`config.mk`:
```
export PLATFORM = sky130hd
export DESIGN_NAME = alu_responder
export DESIGN_NICKNAME = d
export VERILOG_FILES = /design/src/rtl/alu_resp_pkg.sv /design/src/rtl/alu_resp_core.sv /design/src/rtl/alu_responder.sv
export SDC_FILE = /design/constraint.sdc
export NUM_CORES = 1
export LEC_CHECK = 0
export ABC_CLOCK_PERIOD_IN_PS = 1700
export CAP_MARGIN = 40
export CELL_PAD_IN_SITES_DETAIL_PLACEMENT = 1
export CELL_PAD_IN_SITES_GLOBAL_PLACEMENT = 1
export CORE_MARGIN = 1.5
export CORE_UTILIZATION = 45
export CTS_CLUSTER_SIZE = 14
export DETAILED_ROUTE_END_ITERATION = 8
export PLACE_DENSITY_LB_ADDON = 0.1
export SLEW_MARGIN = 15
export SYNTH_ARGS = -nofsm -noshare
export SYNTH_HDL_FRONTEND = slang
export SYNTH_HIERARCHICAL = 1
export SYNTH_SLANG_ARGS = --single-unit
```
`constraint.sdc`:
```
create_clock -name soc_clk -period 1.7 [get_ports soc_clk]
set_clock_uncertainty 0.15 [all_clocks]
set_input_delay 0.34 -clock soc_clk [delete_from_list [all_inputs] [get_ports soc_clk]]
set_output_delay 0.34 -clock soc_clk [all_outputs]
set_load 0.005 [all_outputs]
```
`src/rtl/alu_resp_pkg.sv`:
```
// Shared types and widths for the execute-stage ALU responder.
// Latency: n/a (types and constants only).
// Backpressure: n/a. Optional reserved-opcode checking is selected by ALU_RESP_OPCHK_EN.
package alu_resp_pkg;

    localparam int DATA_W  = 32;
    localparam int SHAMT_W = 5;
    localparam int OP_W    = 5;

    typedef enum logic [OP_W-1:0] {
        OP_ADD   = 5'd0,
        OP_SUB   = 5'd1,
        OP_AND   = 5'd2,
        OP_OR    = 5'd3,
        OP_XOR   = 5'd4,
        OP_SLL   = 5'd5,
        OP_SRL   = 5'd6,
        OP_SRA   = 5'd7,
        OP_SLT   = 5'd8,
        OP_SLTU  = 5'd9,
        OP_BEQ   = 5'd10,
        OP_BNE   = 5'd11,
        OP_BLT   = 5'd12,
        OP_BGE   = 5'd13,
        OP_BLTU  = 5'd14,
        OP_BGEU  = 5'd15,
        OP_PASSB = 5'd16
    } alu_op_e;

    typedef enum logic {
        ST_IDLE = 1'b0,
        ST_RESP = 1'b1
    } resp_state_e;

endpackage

```
`src/rtl/alu_resp_core.sv`:
```
// Combinational ALU datapath: operands and opcode in, result and four flags out.
// Latency: zero cycles (pure combinational logic).
// Backpressure: none; the caller decides when to register the outputs.
// ALU_RESP_OPCHK_EN defined: opcodes 17-31 raise err with a zero result and clear flags.
// ALU_RESP_OPCHK_EN undefined: opcodes 17-31 behave exactly like ADD and err stays 0.
module alu_resp_core
    import alu_resp_pkg::*;
(
    input  logic [DATA_W-1:0] a_i,
    input  logic [DATA_W-1:0] b_i,
    input  logic [OP_W-1:0]   op_i,
    output logic [DATA_W-1:0] res_o,
    output logic              ovf_o,
    output logic              con_met_o,
    output logic              zero_o,
    output logic              err_o
);

    logic [DATA_W-1:0]        sum;
    logic [DATA_W-1:0]        diff;
    logic signed [DATA_W-1:0] a_s;
    logic [SHAMT_W-1:0]       shamt;
    logic                     lt_s;
    logic                     lt_u;
    logic                     eq;
    logic                     add_ovf;
    logic                     sub_ovf;

    assign sum   = a_i + b_i;
    assign diff  = a_i - b_i;
    assign a_s   = a_i;
    assign shamt = b_i[SHAMT_W-1:0];
    assign lt_s  = $signed(a_i) < $signed(b_i);
    assign lt_u  = a_i < b_i;
    assign eq    = a_i == b_i;

    // Overflow only exists for two's-complement add/subtract.
    assign add_ovf = (a_i[DATA_W-1] == b_i[DATA_W-1]) && (sum[DATA_W-1]  != a_i[DATA_W-1]);
    assign sub_ovf = (a_i[DATA_W-1] != b_i[DATA_W-1]) && (diff[DATA_W-1] != a_i[DATA_W-1]);

    // Opcode decode; branches return A-B so the controller can reuse the difference.
    always_comb begin
        res_o     = '0;
        ovf_o     = 1'b0;
        con_met_o = 1'b0;
        err_o     = 1'b0;
        case (op_i)
            OP_ADD:   begin res_o = sum;  ovf_o = add_ovf; end
            OP_SUB:   begin res_o = diff; ovf_o = sub_ovf; end
            OP_AND:   res_o = a_i & b_i;
            OP_OR:    res_o = a_i | b_i;
            OP_XOR:   res_o = a_i ^ b_i;
            OP_SLL:   res_o = a_i << shamt;
            OP_SRL:   res_o = a_i >> shamt;
            OP_SRA:   res_o = a_s >>> shamt;
            OP_SLT:   begin res_o = {{(DATA_W-1){1'b0}}, lt_s}; con_met_o = lt_s; end
            OP_SLTU:  begin res_o = {{(DATA_W-1){1'b0}}, lt_u}; con_met_o = lt_u; end
            OP_BEQ:   begin res_o = diff; con_met_o = eq;    end
            OP_BNE:   begin res_o = diff; con_met_o = !eq;   end
            OP_BLT:   begin res_o = diff; con_met_o = lt_s;  end
            OP_BGE:   begin res_o = diff; con_met_o = !lt_s; end
            OP_BLTU:  begin res_o = diff; con_met_o = lt_u;  end
            OP_BGEU:  begin res_o = diff; con_met_o = !lt_u; end
            OP_PASSB: res_o = b_i;
            default: begin
`ifdef ALU_RESP_OPCHK_EN
                err_o = 1'b1;
`else
                res_o = sum;
                ovf_o = add_ovf;
`endif
            end
        endcase
    end

    // Zero reflects the final result; an error response reports no flags at all.
    assign zero_o = (res_o == '0) && !err_o;

endmodule

```
`src/rtl/alu_responder.sv`:
```
// Responder side of the EX-stage dat_ready/ALU_ready handshake around a combinational ALU.
// Latency: one cycle; results and ALU_ready register on the edge that samples dat_ready rising.
// Backpressure: one capture per dat_ready high phase; ALU_ready holds until dat_ready is sampled low.
// Optional reserved-opcode error reporting is enabled by defining ALU_RESP_OPCHK_EN.
module alu_responder
    import alu_resp_pkg::*;
(
    input  logic              soc_clk,
    input  logic              EX_reset,
    input  logic              dat_ready,
    input  logic [DATA_W-1:0] ALU_dat1,
    input  logic [DATA_W-1:0] ALU_dat2,
    input  logic [OP_W-1:0]   Instruction_to_ALU,
    output logic [DATA_W-1:0] ALU_out,
    output logic              ALU_overflow,
    output logic              ALU_con_met,
    output logic              ALU_zero,
    output logic              ALU_err,
    output logic              ALU_ready
);

    resp_state_e       state_q;
    logic              dat_ready_q;
    logic [DATA_W-1:0] out_q;
    logic              ovf_q;
    logic              con_met_q;
    logic              zero_q;
    logic              err_q;
    logic              ready_q;

    logic [DATA_W-1:0] out_d;
    logic              ovf_d;
    logic              con_met_d;
    logic              zero_d;
    logic              err_d;

    alu_resp_core u_core (
        .a_i       (ALU_dat1),
        .b_i       (ALU_dat2),
        .op_i      (Instruction_to_ALU),
        .res_o     (out_d),
        .ovf_o     (ovf_d),
        .con_met_o (con_met_d),
        .zero_o    (zero_d),
        .err_o     (err_d)
    );

    // Edge detect, handshake FSM and result registers; results persist until the next capture.
    always_ff @(posedge soc_clk or posedge EX_reset) begin
        if (EX_reset) begin
            state_q     <= ST_IDLE;
            dat_ready_q <= 1'b0;
            out_q       <= '0;
            ovf_q       <= 1'b0;
            con_met_q   <= 1'b0;
            zero_q      <= 1'b0;
            err_q       <= 1'b0;
            ready_q     <= 1'b0;
        end else begin
            dat_ready_q <= dat_ready;
            case (state_q)
                ST_IDLE: begin
                    if (dat_ready && !dat_ready_q) begin
                        out_q     <= out_d;
                        ovf_q     <= ovf_d;
                        con_met_q <= con_met_d;
                        zero_q    <= zero_d;
                        err_q     <= err_d;
                        ready_q   <= 1'b1;
                        state_q   <= ST_RESP;
                    end
                end
                ST_RESP: begin
                    if (!dat_ready) begin
                        ready_q <= 1'b0;
                        state_q <= ST_IDLE;
                    end
                end
                default: begin
                    ready_q <= 1'b0;
                    state_q <= ST_IDLE;
                end
            endcase
        end
    end

    assign ALU_out      = out_q;
    assign ALU_overflow = ovf_q;
    assign ALU_con_met  = con_met_q;
    assign ALU_zero     = zero_q;
    assign ALU_err      = err_q;
    assign ALU_ready    = ready_q;

endmodule

```
==> results.tsv, run 1 <==
metric	value	unit
failing step	detailed placement	
EDFF count, synth	0	
total of flip-flops plus latches after synthesis	39	
Starting Density	46.0	%
Mapped Cells	1515	
Die H	164	um
final RePlAce weighted congestion	1.10	
syn nets	1686	
leading register cell type out of synthesis	dfrtp_1	
Seq/Total Area, Yosys	8.41	%
Netlist cell types	110	
Mapped Area	0.0116	mm2
Avg Cell Area, Syn	7.66	um2
Rows	58	
status	stopped before the end	
tool error	[ERROR DPL-0033] detailed placement checks failed during check placement.	
Yosys Warn Count	6	
io pins	109	
Async SR Flop Fraction	100	%
die width	164	um
hpwl dp	71.3	mm
IO buf count	108	
==> synthesized netlist by cell type (9+ instances only) <==
cell	instances	share of area [%]
o2111ai_1	11	0.83
a21oi_1	110	4.7
o21bai_1	9	0.58
nor2_1	148	4.8
a21o_1	10	0.65
a211oi_1	25	1.6
o21ai_0	76	3.3
mux2_2	25	2.4
a31oi_1	21	1.1
and3_1	10	0.54
buf_2	38	1.6
xnor2_1	21	1.6
o22ai_1	21	1.1
o221ai_1	14	1.1
nor4_1	14	0.75
a22oi_1	16	1.0
a221oi_1	18	1.4
nand3_1	37	1.6
mux2_4	32	4.1
nor3_1	40	1.7
clkbuf_1	54	1.7
mux2i_1	62	5.3
inv_1	91	2.9
o21a_1	9	0.58
o211ai_1	31	2.0
nand2_1	122	3.9
ha_1	97	10
nand2b_1	21	1.1
mux4_2	37	7.2
nor2b_1	16	0.86
o31ai_1	10	0.65
dfrtp_1	39	8.4
nand4_1	14	0.75
o21ai_1	12	0.52
==> metrics by stage <==
| stage | worst slack, ns | instance area (um2) | hold slack (ns) | cells | setup TNS [ns] |
|---|---|---|---|---|---|
| floorplan | -2.03 | 12000 | 0.221 | 1515 | -44.33 |
| global placement | -2.74 | 17900 | 0.340 | 2496 | -70.67 |
==> logic make-up after synthesis <==
group,synth area share [%]
xor gates and xnor gates,1.74
AOI/OAI and AO/OA,29.3
and+or+nand+nor,21.0
buffers and inverters,8.81
DFF,8.41
muxes,20.0
adders and majority gates,10.8
other,0.0323
==> run 2, diff against run 1 <==
--- a/config.mk
+++ b/config.mk
@@ -7,13 +7,10 @@
 export LEC_CHECK = 0
 export ABC_CLOCK_PERIOD_IN_PS = 1700
 export CAP_MARGIN = 40
-export CELL_PAD_IN_SITES_DETAIL_PLACEMENT = 1
-export CELL_PAD_IN_SITES_GLOBAL_PLACEMENT = 1
 export CORE_MARGIN = 1.5
-export CORE_UTILIZATION = 45
-export CTS_CLUSTER_SIZE = 14
+export CORE_UTILIZATION = 40
 export DETAILED_ROUTE_END_ITERATION = 8
-export PLACE_DENSITY_LB_ADDON = 0.1
+export PLACE_DENSITY_LB_ADDON = 0.15
 export SLEW_MARGIN = 15
 export SYNTH_ARGS = -nofsm -noshare
 export SYNTH_HDL_FRONTEND = slang
==> results.tsv, run 2 <==
metric	value	unit	change
status	finished with violations		was stopped before the end
failing checks	setup timing		
die area	0.0301	mm2	
headroom to the max-slew limit	35.4	%	
pre-CTS setup slack	-2.78	ns	
first-pass GRT wire length	103	mm	
Post-DRT Antenna Nets	0		
share of cells above drive strength 1	59.2	%	
Starting Density	40.5	%	was 46.0%
area delta synth->final	93.3	%	
WL per Instance	25.9	um	
Mapped Cells	1515		unchanged
# diodes	0		
EDFF count, synth	0		unchanged
final worst-path cycle share	223	%	
vias in the first global route	17193		
Final min period	3.80	ns	
Critical Path Sink Type	register		
hold_buf cts	0		
largest net degree at the start of global routing	40		
clk root buf	clkbuf_16		
Pint	6.23	mW	
via/cell ratio	6.32		
Final Setup Violations	35		
RSZ-0062 raised after global routing	true		
Mapped Area	0.0116	mm2	unchanged
Sw Share	42.5	%	
total number of H-tree levels	2		
max reg flops	32		
Yosys top cell by area	ha_1		unchanged
worst vdd ir	0.455	mV	
count leader, synth	nor2_1		unchanged
PnR worst setup slack	-2.10	ns	
CORE AREA	0.0286	mm2	
Netlist cell types	110		unchanged
Final Core Density	78.4	%	
DR DRC count	0		
worst reg-to-reg path cell count	3		
startpoint types	input port		
Sum Neg Setup Slack	-46.43	ns	
Tot Pwr	10.8	mW	
total CTS buffers	5		
worst path required time	1.78	ns	
CTS Sinks	39		
final RePlAce weighted congestion	1.07		was 1.10
combinational share of power	78.9	%	
Routed WL	70.8	mm	
MaxCap Viol Count	0		
RR Endpoint	ALU_out[26]$_DFFE_PP0P_		
reg2reg start	state_q$_DFF_PP0_		
total track usage	44.8	%	
Reg clk slew, reported paths	0.06	ns	
data arrival time of the critical path	3.88	ns	
fill count	1976		
Rows	62		was 58
worst skew pair latency	0.29	ns	
commonest non-fill, non-tap cell in the layout	buf_4		
global route overflow	0		
Power Density	483	mW/mm2	
Synth top area share	10.5	%	unchanged
CTS max path bufs	2		
r2r setup slk	0.09	ns	
syn nets	1686		unchanged
TritonCTS clock tree	built		
Clock Power Share	8.6	%	
Avg Cell Area, Syn	7.66	um2	unchanged
Synth top cells by count	nor2_1 (148), nand2_1 (122), a21oi_1 (110)		unchanged
total of flip-flops plus latches after synthesis	39		unchanged
Async SR Flop Fraction	100	%	unchanged
TritonRoute pass-1 iters	6		
via count	17282		
Final #Nets	2520		
Max FO, Critical Path	4		
Slew @ Worst Pin	0.970	ns	
Iter 0 DRT Violations	2052		
max-slew violation count	0		
CP Class	in2reg		
initial antenna violation count	1		
synth top area cells	ha_1 (10%), dfrtp_1 (8.4%), mux4_2 (7.2%), mux2i_1 (5.3%), nor2_1 (4.8%)		unchanged
io pins	109		unchanged
Yosys Warn Count	6		unchanged
Seq pwr share	12.5	%	
die width	173	um	was 164 um
hpwl dp	52.1	mm	was 71.3 mm
leading register cell type out of synthesis	dfrtp_1		unchanged
commonest cells after routing, fill and taps aside	buf_4 (690), nor2_1 (123), nand2_1 (114), buf_6 (114), a21oi_1 (72)		
Final Hold Viols	0		
Pleak	9.87	nW	
worst hold path class	in2async		
Die H	173	um	was 164 um
Seq/Total Area, Yosys	8.41	%	unchanged
IO buf count	108		unchanged
switching power	4.61	mW	
Fmax	263	MHz	
[run 2: cell counts after synthesis]
No cell type changed its count.
[run 2: layout make-up]
| class | instances | area [um2] | area share, % |
|---|---|---|---|
| Inverter | 95 | 434 | 1.93 |
| Sequential cell | 39 | 976 | 4.35 |
| Tap cell | 384 | 480 | 2.14 |
| Clock inverter | 2 | 12.5 | 0.0558 |
| Timing Repair Buffer | 943 | 8130 | 36.2 |
| Clock buffer | 6 | 129 | 0.574 |
| Multi-Input combinational cell | 1265 | 12300 | 54.7 |
[run 2: worst max path at each step]
stage	from	endpoint	slack, ns
final	ALU_dat2[1]	ALU_zero$_DFFE_PP0P_	-2.10
after CTS	ALU_dat1[15]	ALU_zero$_DFFE_PP0P_	-2.00
after detailed placement	ALU_dat1[0]	ALU_zero$_DFFE_PP0P_	-2.78
after global placement	ALU_dat1[17]	ALU_zero$_DFFE_PP0P_	-2.76
after floorplan	ALU_dat2[1]	ALU_zero$_DFFE_PP0P_	-2.03
after global routing	ALU_dat2[1]	ALU_zero$_DFFE_PP0P_	-2.21
[run 2: power by group through the flow]
stage | Combinational [mW] | Clock, mW | Sequential, mW
2_1_floorplan | 3.00 | 0 | 1.37
3_3_place_gp | 6.54 | 0 | 1.36
3_5_place_dp | 6.57 | 0 | 1.37
4_1_cts | 7.75 | 0.956 | 1.36
5_1_grt | 8.88 | 1.00 | 1.39
6_report | 8.54 | 0.933 | 1.36
[run 2: cells by family after synthesis]
| family | Yosys count | synth area share, % |
|---|---|---|
| AO/OA/AOI/OAI | 489 | 29.3 |
| XOR/XNOR | 23 | 1.74 |
| adder cells (fa/ha/maj) | 99 | 10.8 |
| buffers and inverters | 212 | 8.81 |
| flip-flops | 39 | 8.41 |
| multiplexers | 163 | 20.0 |
| other | 1 | 0.0323 |
| AND/OR/NAND/NOR | 489 | 21.0 |
[run 2: critical path: stages]
cell      delay [ns]
buf_16          0.13
buf_8           0.13
buf_16          0.12
fa_2            0.42
a21oi_4         0.20
o21ai_4         0.10
a221oi_4        0.26
buf_6           0.16
buf_6           0.11
o21bai_4        0.07
a211o_1         0.32
mux2i_1         0.18
nand3_1         0.13
or3_1           0.43
nor4_4          0.16
nand4b_1        0.22
nor4_4          0.20
mux2_4          0.19
[run 2: stage by stage]
step / area (um2) / std cells / hold WS (ns)
floorplan: 12000 / 1515 / 0.221
global placement: 18100 / 2566 / 0.341
CTS: 21400 / 2704 / 0.254
detailed placement: 18100 / 2566 / 0.346
finish: 22400 / 2734 / 0.239
global route: 22400 / 2734 / 0.292
[run 2: what timing repair did]
action	4_1_cts	5_1_grt
resized for setup	667	225
setup buffers	144	56
setup endpoints to repair	36	38
cloned	5	0
pin swaps	143	108
[run 2: routing by layer]
metal	wire [um]	up-vias	track usage, %	part of all wire [%]
met2	31200	1249	71.7	44
met4	6450	0	31.8	9.1
li1	-	7427	-	-
met3	7000	331	8.20	9.9
met5	0	-	0	0
met1	26200	8275	54.2	37
Power figures use the tool's default switching activity.
==> run 3, diff against run 2 <==
--- a/config.mk
+++ b/config.mk
@@ -11,6 +11,7 @@
 export CORE_UTILIZATION = 40
 export DETAILED_ROUTE_END_ITERATION = 8
 export PLACE_DENSITY_LB_ADDON = 0.15
+export SKIP_LAST_GASP = 1
 export SLEW_MARGIN = 15
 export SYNTH_ARGS = -nofsm -noshare
 export SYNTH_HDL_FRONTEND = slang
==> results.tsv, run 3 (synthesis results as in run 2) <==
metric	value	unit	change
status	finished with violations		unchanged
failing checks	setup timing		unchanged
Final Core Density	76.5	%	was 78.4%
CORE AREA	0.0286	mm2	unchanged
share of cells above drive strength 1	57.2	%	was 59.2%
RSZ-0062 raised after global routing	true		unchanged
worst setup path end	ALU_zero$_DFFE_PP0P_		unchanged
M2 GR Usage	71.6	%	was 71.7%
TritonRoute pass-1 iters	6		unchanged
fill count	2096		was 1,976
startpoint types	input port		unchanged
Max FO, Critical Path	5		was 4
Final Instance Area	0.0219	mm2	was 0.0224 mm2
final RePlAce weighted congestion	1.07		unchanged
clk root buf	clkbuf_16		unchanged
placed inst area	0.0181	mm2	unchanged
CTS max path bufs	2		unchanged
via/cell ratio	6.27		was 6.32
met3 GRT Util	8.07	%	was 8.20%
Pleak	9.71	nW	was 9.87 nW
TritonCTS clock tree	built		unchanged
vias in the first global route	17234		was 17,193
total track usage	44.9	%	was 44.8%
initial antenna violation count	1		unchanged
Sum Neg Setup Slack	-46.68	ns	was -46.43 ns
r2r setup slk	0.09	ns	about the same
PnR worst setup slack	-2.05	ns	was -2.10 ns
Final min period	3.75	ns	was 3.80 ns
worst path required time	1.78	ns	about the same
commonest cells after routing, fill and taps aside	buf_4 (687), nor2_1 (127), nand2_1 (115)		was buf_4 (690), nor2_1 (123), nand2_1 (114), buf_6 (114), a21oi_1 (72)
headroom to the max-slew limit	37.7	%	was 35.4%
Reg clk slew, reported paths	0.06	ns	about the same
Buf+Inv Stages, Crit Path	4		was 5
Critical Path Sink Type	register		unchanged
combinational share of power	78.4	%	was 78.9%
worst skew pair latency	0.29	ns	about the same
Clock Power Share	8.8	%	was 8.6%
MaxCap Viol Count	0		unchanged
CTS Sinks	39		unchanged
grt peak-use layer	met2		unchanged
Iter 0 DRT Violations	1799		was 2,052
WL per Instance	25.6	um	was 25.9 um
worst vdd ir	0.456	mV	was 0.455 mV
via count	17060		was 17,282
Sw Share	42.4	%	was 42.5%
Starting Density	40.5	%	unchanged
Post-DRT Antenna Nets	0		unchanged
Final Setup Violations	35		unchanged
worst reg-to-reg path cell count	3		unchanged
CP Class	in2reg		unchanged
area delta synth->final	88.7	%	was 93.3%
total number of H-tree levels	2		unchanged
Seq pwr share	12.8	%	was 12.5%
Rows	62		unchanged
die width	173	um	unchanged
total CTS buffers	5		unchanged
Die H	173	um	unchanged
Critical-path top delay cell	mux4_2		was or3_1
Routed WL	69.7	mm	was 70.8 mm
Final #Nets	2508		was 2,520
first-pass GRT wire length	104	mm	was 103 mm
family with the most delay on the worst path	simple AND/OR/NAND/NOR gates		unchanged
Fmax	266	MHz	was 263 MHz
delay of the slowest cell on the worst path	0.55	ns	was 0.43 ns
DR DRC count	0		unchanged
crit-path cells	buf_16 -> buf_12 -> buf_6 -> mux4_2 -> mux2i_1 -> buf_4 -> o22ai_2 -> nor4_2 -> o21ai_1 -> a211o_1 -> nor4_4 -> nor4b_4 -> and4b_1 -> nand4b_1 -> nor4_4 -> mux2_4		was buf_16 -> buf_8 -> buf_16 -> fa_2 -> a21oi_4 -> o21ai_4 -> a221oi_4 -> buf_6 -> buf_6 -> o21bai_4 -> a211o_1 -> mux2i_1 -> nand3_1 -> or3_1 -> nor4_4 -> nand4b_1 -> nor4_4 -> mux2_4
hpwl dp	52.1	mm	unchanged
reg2reg start	state_q$_DFF_PP0_		unchanged
IO buf count	108		unchanged
Pint	6.13	mW	was 6.23 mW
die area	0.0301	mm2	unchanged
largest net degree at the start of global routing	40		unchanged
worst hold path class	in2async		unchanged
Worst setup startpoint	ALU_dat2[1]		unchanged
final worst-path cycle share	221	%	was 223%
Final Hold Viols	0		unchanged
data arrival time of the critical path	3.84	ns	was 3.88 ns
io pins	109		unchanged
hold_buf cts	0		unchanged
global route overflow	0		unchanged
met1 Use GR	54.9	%	was 54.2%
cell count along the critical path	16		was 18
commonest non-fill, non-tap cell in the layout	buf_4		unchanged
max-slew violation count	0		unchanged
switching power	4.51	mW	was 4.61 mW
max reg flops	32		unchanged
RR Endpoint	ALU_out[27]$_DFFE_PP0P_		was ALU_out[26]$_DFFE_PP0P_
Top cell by count, worst path	nor4_4		
Slew @ Worst Pin	0.935	ns	was 0.970 ns
Power Density	486	mW/mm2	was 483 mW/mm2
-- run 3: worst min-delay path by stage --
stage | endpoint | start | slack, ns
floorplan | dat_ready_q$_DFF_PP0_ | dat_ready | 0.22
global placement | ALU_err$_DFFE_PP0P_ | ALU_err$_DFFE_PP0P_ | 0.34
detailed placement | ALU_out[2]$_DFFE_PP0P_ | ALU_out[2]$_DFFE_PP0P_ | 0.35
CTS | dat_ready_q$_DFF_PP0_ | EX_reset | 0.25
global route | ALU_out[25]$_DFFE_PP0P_ | EX_reset | 0.29
finish | ALU_out[25]$_DFFE_PP0P_ | EX_reset | 0.24
-- run 3: power by group through the flow --
| stage | clock network [mW] | logic [mW] | registers, mW |
|---|---|---|---|
| after global routing | 1.01 | 8.71 | 1.39 |
| after global placement | 0 | 6.54 | 1.36 |
| after floorplan | 0 | 3.00 | 1.37 |
| after CTS | 0.956 | 7.70 | 1.36 |
| after detailed placement | 0 | 6.57 | 1.37 |
| final | 0.937 | 8.35 | 1.36 |
-- run 3: worst reg2reg max path, delay by kind of cell, from the launching register on --
family	cells	cell delay, ns
DFF	1	0.42
buffers and inverters	1	0.29
muxes	1	0.38
and+or+nand+nor	1	0.26
-- run 3: metrics by stage --
| step | power (mW) | hold WS (ns) | setup WS [ns] | instances |
|---|---|---|---|---|
| 6_report | 10.6 | 0.241 | -2.05 | 2723 |
| 2_1_floorplan | 4.37 | 0.221 | -2.03 | 1515 |
| 4_1_cts | 10.0 | 0.254 | -2.00 | 2704 |
| 3_5_place_dp | 7.94 | 0.346 | -2.78 | 2566 |
| 3_3_place_gp | 7.90 | 0.341 | -2.76 | 2566 |
| 5_1_grt | 11.1 | 0.292 | -2.21 | 2722 |
-- run 3: what timing repair did --
| item | 4_1_cts | 5_1_grt |
|---|---|---|
| gates resized for setup | 626 | 139 |
| setup endpoints to repair | 36 | 38 |
| pin swaps | 141 | 68 |
| setup buffers | 144 | 25 |
| gates cloned | 5 | 0 |
-- run 3: per-layer routing --
layer / up-vias / wire [um]
met5: - / 0
met4: 0 / 6190
met3: 309 / 6710
met2: 1140 / 30700
met1: 8215 / 26100
li1: 7396 / -
-- run 3: area by class of cell --
class / instances / area (um2) / area share, %
diodes: 1 / 2.50 / 0.0114
clock inverters: 2 / 12.5 / 0.0571
inverters: 95 / 409 / 1.87
well taps: 384 / 480 / 2.19
multi-input cells: 1265 / 12000 / 54.7
clock buffers: 6 / 129 / 0.588
flip-flops and latches: 39 / 976 / 4.46
repair buffers: 931 / 7920 / 36.1
==> run 4, diff against run 3 <==
--- a/config.mk
+++ b/config.mk
@@ -7,7 +7,7 @@
 export LEC_CHECK = 0
 export ABC_CLOCK_PERIOD_IN_PS = 1700
 export CAP_MARGIN = 40
-export CORE_MARGIN = 1.5
+export CORE_MARGIN = 5
 export CORE_UTILIZATION = 40
 export DETAILED_ROUTE_END_ITERATION = 8
 export PLACE_DENSITY_LB_ADDON = 0.15
==> results.tsv, run 4 (synthesis results as in run 2) <==
metric	value	unit	change
status	finished with violations		unchanged
failing checks	setup timing		unchanged
Routed WL	75.9	mm	was 69.7 mm
Final #Nets	2573		was 2,508
IO buf count	108		unchanged
max-slew violation count	0		unchanged
startpoint types	input port		unchanged
Power Density	489	mW/mm2	was 486 mW/mm2
DR DRC count	0		unchanged
worst vdd ir	0.662	mV	was 0.456 mV
TritonCTS clock tree	built		unchanged
r2r setup slk	-0.03	ns	was 0.09 ns
Final Setup Violations	35		unchanged
data arrival time of the critical path	3.77	ns	was 3.84 ns
final RePlAce weighted congestion	1.07		about the same
Sw Share	42.9	%	was 42.4%
pre-CTS setup slack	-3.03	ns	was -2.78 ns
Post-DRT Antenna Nets	0		unchanged
PnR worst setup slack	-1.98	ns	was -2.05 ns
global route overflow	0		unchanged
Die H	180	um	was 173 um
Pleak	10.3	nW	was 9.71 nW
io pins	109		unchanged
largest net degree at the start of global routing	40		unchanged
worst skew pair latency	0.29	ns	about the same
headroom to the max-slew limit	47.5	%	was 37.7%
hold_buf cts	0		unchanged
Fmax	272	MHz	was 266 MHz
max reg flops	32		unchanged
TritonRoute pass-1 iters	9		was 6
die area	0.0325	mm2	was 0.0301 mm2
Seq pwr share	12.0	%	was 12.8%
switching power	4.83	mW	was 4.51 mW
CORE AREA	0.0287	mm2	was 0.0286 mm2
area delta synth->final	98.8	%	was 88.7%
Starting Density	40.4	%	was 40.5%
total number of H-tree levels	2		unchanged
CTS max path bufs	2		unchanged
WHS	0.186	ns	was 0.241 ns
combinational share of power	79.4	%	was 78.4%
Final min period	3.68	ns	was 3.75 ns
Slew @ Worst Pin	0.787	ns	was 0.935 ns
RSZ-0062 raised after global routing	true		unchanged
first-pass GRT wire length	105	mm	was 104 mm
MaxCap Viol Count	0		unchanged
Iter 0 DRT Violations	2298		was 1,799
worst hold path class	in2reg		was in2async
share of cells above drive strength 1	60.8	%	was 57.2%
initial antenna violation count	3		was 1
via/cell ratio	6.41		was 6.27
CTS Sinks	39		unchanged
Clock Power Share	8.5	%	was 8.8%
total track usage	41.3	%	was 44.9%
die width	180	um	was 173 um
Final Hold Viols	0		unchanged
met3 GRT Util	9.12	%	was 8.07%
fill count	1853		was 2,096
via count	17873		was 17,060
M2 GR Usage	65.0	%	was 71.6%
Reg clk slew, reported paths	0.06	ns	about the same
Critical Path Sink Type	register		unchanged
Rows	62		unchanged
vias in the first global route	17228		was 17,234
Max FO, Critical Path	3		was 5
clk root buf	clkbuf_16		unchanged
Pint	6.44	mW	was 6.13 mW
worst path required time	1.79	ns	was 1.78 ns
met1 Use GR	50.5	%	was 54.9%
grt peak-use layer	met2		unchanged
CP Class	in2reg		unchanged
commonest cells after routing, fill and taps aside	buf_4 (738), buf_6 (123), nor2_1 (120)		was buf_4 (687), nor2_1 (127), nand2_1 (115)
final worst-path cycle share	217	%	was 221%
hpwl dp	52.9	mm	was 52.1 mm
commonest non-fill, non-tap cell in the layout	buf_4		unchanged
WL per Instance	27.2	um	was 25.6 um
total CTS buffers	5		unchanged
## run 4: power groups by stage
stage	registers (mW)	clock network [mW]	logic, mW
global route	1.40	1.05	9.24
floorplan	1.37	0	3.00
detailed placement	1.37	0	6.63
finish	1.36	0.963	8.96
CTS	1.36	0.980	7.98
global placement	1.35	0	6.60
## run 4: worst max-delay path, stage by stage
cell and delay, ns:
buf_8 0.10, buf_12 0.12, ha_4 0.15, fa_2 0.37
a21oi_4 0.17, o21ai_4 0.13, a221oi_4 0.34, buf_6 0.17
buf_6 0.10, o211ai_1 0.12, buf_4 0.19, a31oi_4 0.16
o21ai_2 0.08, a2111oi_2 0.22, a31oi_1 0.11, or4_4 0.51
nor4_2 0.22, mux2_4 0.17
## run 4: stage by stage
stage	power [mW]	cells	utilization (%)	instance area, um2	TNS (ns)
after CTS	10.3	2741	75.9	21800	-44.56
after global placement	7.95	2585	63.6	18300	-72.92
after global routing	11.7	2788	80.4	23100	-49.51
final	11.3	2789	80.4	23100	-48.29
after floorplan	4.37	1515	-	12000	-44.33
after detailed placement	8.00	2585	63.6	18300	-73.54
## run 4: routing by layer
layer	vias to the layer above	share of wire, %
met1	8440	36
met2	1393	43
li1	7542	-
met5	-	0.022
met4	2	10
met3	496	11
## run 4: final timing paths
| check | startpoint | to | cells after the start |
|---|---|---|---|
| worst max-delay path | ALU_dat2[0] | ALU_zero$_DFFE_PP0P_ | 18 |
| worst max register to register | state_q$_DFF_PP0_ | ALU_out[17]$_DFFE_PP0P_ | 4 |
| max in group asynchronous | EX_reset | ALU_out[4]$_DFFE_PP0P_ | 3 |
| min in group asynchronous | EX_reset | dat_ready_q$_DFF_PP0_ | 3 |
| worst min-delay path | dat_ready | dat_ready_q$_DFF_PP0_ | 2 |
| worst min register to register | ALU_out[26]$_DFFE_PP0P_ | ALU_out[26]$_DFFE_PP0P_ | 1 |
## run 4: final cells by class
type	count	area, um2	area share (%)
tap	384	480	2.08
clock buffer	5	125	0.542
antenna	2	5.00	0.0217
sequential	39	976	4.23
multi-input combinational	1264	12400	53.8
timing repair buffer	997	8630	37.4
clock inverter	3	23.8	0.103
inverter	95	425	1.84
## run 4: what timing repair did
action	4_1_cts	5_1_grt
cloned	10	1
pin swaps	161	123
gates resized for setup	688	226
buffers inserted	148	81
setup endpoints to repair	38	45
